## src/rtl/demux_1ton_hs.sv

```systemverilog
// 1-to-N demultiplexer with a single registered holding slot and a valid/ready handshake per lane.
// Optional per-channel drain counters are compiled in when DEMUX_CNT_EN is defined.
`ifdef DEMUX_CNT_EN
module demux_cnt_lane (
    input  logic        clk,
    input  logic        rst_n,
    input  logic        i_clr,
    input  logic        i_inc,
    output logic [15:0] o_cnt
);
    logic [15:0] r_cnt;

    // Clear takes priority over a same-cycle drain; the count saturates at all-ones.
    always_ff @(posedge clk or negedge rst_n) begin
        if (!rst_n)                        r_cnt <= '0;
        else if (i_clr)                    r_cnt <= '0;
        else if (i_inc && r_cnt != 16'hFFFF) r_cnt <= r_cnt + 16'd1;
    end

    assign o_cnt = r_cnt;
endmodule
`endif

module demux_1ton_hs #(
    parameter int WIDTH    = 8,
    parameter int CHANNELS = 4,
    parameter int SEL_W    = 4
) (
    input  logic                clk,
    input  logic                rst_n,
    input  logic                mode,
    input  logic [WIDTH-1:0]    in_data,
    input  logic [SEL_W-1:0]    in_sel,
    input  logic                in_valid,
    output logic                in_ready,
    output logic [WIDTH-1:0]    out_data,
    output logic [CHANNELS-1:0] out_valid,
    input  logic [CHANNELS-1:0] out_ready,
    output logic                sel_err,
`ifdef DEMUX_CNT_EN
    input  logic [SEL_W-1:0]    cnt_sel,
    input  logic                cnt_clr,
    output logic [15:0]         cnt_out,
`endif
    output logic [SEL_W-1:0]    rr_ptr
);
    localparam logic [SEL_W:0]   LP_NCH  = CHANNELS[SEL_W:0];
    localparam logic [SEL_W-1:0] LP_LAST = SEL_W'(CHANNELS - 1);

    logic [WIDTH-1:0] r_data;
    logic [SEL_W-1:0] r_ch;
    logic             r_vld;
    logic             r_sel_err;
    logic [SEL_W-1:0] r_rr;

    logic             w_tgt_rdy;
    logic             w_drain;
    logic             w_acc;
    logic             w_bad;
    logic [SEL_W-1:0] w_tgt;

    // Ready of the held word's channel, picked by compare so the index width never matters.
    always_comb begin
        w_tgt_rdy = 1'b0;
        for (int i = 0; i < CHANNELS; i++)
            if (r_ch == SEL_W'(i)) w_tgt_rdy = out_ready[i];
    end

    assign w_drain  = r_vld && w_tgt_rdy;
    assign in_ready = !r_vld || w_tgt_rdy;
    assign w_acc    = in_valid && in_ready;
    assign w_bad    = !mode && ({1'b0, in_sel} >= LP_NCH);
    assign w_tgt    = mode ? r_rr : in_sel;

    always_ff @(posedge clk or negedge rst_n) begin
        if (!rst_n) begin
            r_data    <= '0;
            r_ch      <= '0;
            r_vld     <= 1'b0;
            r_sel_err <= 1'b0;
            r_rr      <= '0;
        end else begin
            r_sel_err <= w_acc && w_bad;
            if (w_acc) begin
                // A discarded word still frees the slot if the held word drains now.
                r_vld <= !w_bad;
                if (!w_bad) begin
                    r_data <= in_data;
                    r_ch   <= w_tgt;
                end
                if (mode) r_rr <= (r_rr == LP_LAST) ? '0 : r_rr + 1'b1;
            end else if (w_drain) begin
                r_vld <= 1'b0;
            end
        end
    end

    genvar g;
    generate
        for (g = 0; g < CHANNELS; g++) begin : g_lane
            assign out_valid[g] = r_vld && (r_ch == SEL_W'(g));
        end
    endgenerate

    assign out_data = r_data;
    assign sel_err  = r_sel_err;
    assign rr_ptr   = r_rr;

`ifdef DEMUX_CNT_EN
    logic [15:0] w_cnt [CHANNELS];

    generate
        for (g = 0; g < CHANNELS; g++) begin : g_cnt
            demux_cnt_lane u_cnt (
                .clk   (clk),
                .rst_n (rst_n),
                .i_clr (cnt_clr),
                .i_inc (w_drain && (r_ch == SEL_W'(g))),
                .o_cnt (w_cnt[g])
            );
        end
    endgenerate

    always_comb begin
        cnt_out = '0;
        for (int i = 0; i < CHANNELS; i++)
            if (cnt_sel == SEL_W'(i)) cnt_out = w_cnt[i];
    end
`endif
endmodule

```

## config.mk

```make
export PLATFORM = sky130hd
export DESIGN_NAME = demux_1ton_hs
export DESIGN_NICKNAME = d
export VERILOG_FILES = /design/src/rtl/demux_1ton_hs.sv
export SDC_FILE = /design/constraint.sdc
export NUM_CORES = 1
export LEC_CHECK = 0
export CAP_MARGIN = 40
export CELL_PAD_IN_SITES_DETAIL_PLACEMENT = 2
export CELL_PAD_IN_SITES_GLOBAL_PLACEMENT = 2
export CORE_ASPECT_RATIO = 1.5
export CORE_UTILIZATION = 27
export CTS_CLUSTER_SIZE = 28
export DETAILED_ROUTE_END_ITERATION = 10
export PLACE_DENSITY_LB_ADDON = 0.1
export SYNTH_ARGS = -nofsm -noshare
export SYNTH_HDL_FRONTEND = slang
export SYNTH_SLANG_ARGS = --single-unit
```

## constraint.sdc

```tcl
create_clock -name clk -period 2.8 [get_ports clk]
set_input_delay 0.56 -clock clk [delete_from_list [all_inputs] [get_ports clk]]
set_output_delay 0.56 -clock clk [all_outputs]
set_load 0.05 [all_outputs]
```

==> run metrics <==
Crit. Startpoint=r_ch[3]; Antenna Cells=0; max cap viols=0; Post-DP HPWL=1740 um; area of the core=3130 um^2; Slew headroom=0.447; number of global-route vias before repair=731; Synth cell types=27; CP Data Required Time=2.24 ns; Fin Clk Skew=0.00266 ns; clock sink total=18; Leakage=0.591 nW; total gr overflow=0; row count=25; status=completed; fin area=1350 um^2; Final nets=130; commonest non-fill, non-tap cell in the layout=clkdlybuf4s50_1; share of cells above drive strength 1=0.157; Sequential Power Share=0.275; Highest Clock Rate=372 MHz; first-pass GRT wire length=3680 um; crit end category=primary output; Net Sw Frac=0.461; sequential area share after synthesis=0.509; Final setup viols=0; Tmin final=2.69 ns; Async SR Flop Fraction=1.00; NetSw=0.000734 W; CTS max path bufs=2; Final Hold Vio Count=0; Detail Route Antenna Nets=0; Die W=48.7 um; Worst-Skew Late Latency=0.25 ns; # port buffers=37; synthesized instance count=70; CTS resizes=0; setup TNS=0 ns; Syn Nets=91; Placed Area=1290 um^2; Die Ht=72.1 um; flops & latches, synth=18; min-delay src=out_data[2]; fin crit share=0.960; maximum fanout along the worst path=4; CTS tree=done; Ports=38; vias=695; die footprint=3510 um^2; Gate power share=0.591; Layout area overhead=52.6%; drt wl/cell=15.0 um; Post-synth EDFFs=0; hold buffers post-CTS=0; initial antenna violation count=0; # H-tree levels=1; largest net degree at the start of global routing=19; Power Dens Cells=1180 nW/um^2; Vias/cell=4.70; RSZ-0062 raised after global routing=no; FF-to-FF Start=r_ch[3]; Synth Area per Inst=12.6 um^2; Placer Congestion=0.697; ys flop type=dfrtp_1; crit path DAT=2.13 ns; GRT Total Usage=0.139; final slew viol count=0; fin util=0.432; most frequent cells in the layout=clkdlybuf4s50_1, dfrtp_1, mux2_4; final WL=2220 um; VDD IR-drop max=0.000549 V; Slew @ Worst Pin=0.827 ns; CTS clk-pin slew, worst paths=0.07 ns; post-route DRC violation count=0; postcts setup bufs=0; P_int=0.000858 W; Clock Power Share=0.134; WS Path Type=reg -> out; CTS buffer count=3; worst hold path class=reg -> reg; Ys Warns=0; Initial DRC Count=6; drt pass-1 iters=3; startpoint type of the worst setup path=register; Netlist Area Pre-Place=885 um^2; starting density of the core=0.283; Clock Tree Root=clkbuf_8
[power groups by stage]
stage	Sequential [W]	Combinational, W	Clock [W]
global placement	0.000444	0.000938	0
CTS	0.000443	0.000953	0.000222
detailed placement	0.000441	0.000952	0
finish	0.000438	0.000941	0.000213
global route	0.000455	0.000988	0.000235
floorplan	0.000695	0.000380	0
[cells in the mapped netlist (2+ instances only)]
cell	number	area, um^2
mux2i_1	4	40.0
and3_1	2	12.5
dfrtp_1	18	450
nor2_1	6	22.5
nand4_1	2	12.5
a31oi_1	2	12.5
mux2_2	3	33.8
a22o_1	2	17.5
nand2_1	4	15.0
a21oi_1	3	15.0
mux2_4	8	120
[cell families after synthesis]
kind of cell	Yosys count	share of synthesized area
and+or+nand+nor	20	0.116
DFF	18	0.509
muxes	15	0.219
AOI/OAI and AO/OA	11	0.105
buffers and inverters	4	0.0269
xor gates and xnor gates	1	0.00990
adders and majority gates	1	0.0141
[metal layers]
| metal | routed length (um) | global-route usage | vias to the layer above | part of all wire |
|---|---|---|---|---|
| li1 | - | - | 327 | - |
| met1 | 885 | 0.164 | 338 | 0.40 |
| met2 | 1170 | 0.241 | 28 | 0.53 |
| met3 | 135 | 0.0273 | 2 | 0.061 |
| met4 | 22 | 0.0686 | 0 | 0.0099 |
| met5 | 0 | 0 | - | 0 |
[metrics by stage]
step	setup WS, ns	power (W)	hold slack (ns)	std cells
3_5_place_dp	0.191	0.00139	0.497	144
4_1_cts	0.0777	0.00162	0.526	148
5_1_grt	0.0225	0.00168	0.531	148
6_report	0.112	0.00159	0.519	148
2_1_floorplan	0.694	0.00108	0.264	70
3_3_place_gp	0.296	0.00138	0.507	144
[path summary, 6_finish.rpt]
check | endpoint | slack, ns | cells after the start
worst max register to register | out_data[7] | 0.56 | 4
min in group asynchronous | r_ch[3] | 0.78 | 1
worst max-delay path | out_valid[3] | 0.11 | 3
worst min register to register | out_data[2] | 0.52 | 1
max in group asynchronous | r_ch[0] | 1.50 | 1
worst min-delay path | out_data[2] | 0.52 | 1
[worst max-delay path, stage by stage (launching register included)]
cell and delay, ns:
dfrtp_1 0.39, or3b_1 0.49, nor2_1 0.17, clkdlybuf4s50_1 0.83
[sequential cells by signal (all words and copies together), names as in the netlist]
register  count
r_ch          4
out_data      8
r_vld         1
rr_ptr        4
sel_err       1
[layout make-up]
class                      instances  area (um^2)
clock buffer                       4         55.1
fill                             342         1780
inverter                           1         3.75
multi-input combinational         48          410
sequential                        18          450
tap                               40         50.0
timing repair buffer              37          380
(Power assumes the default switching activity.)
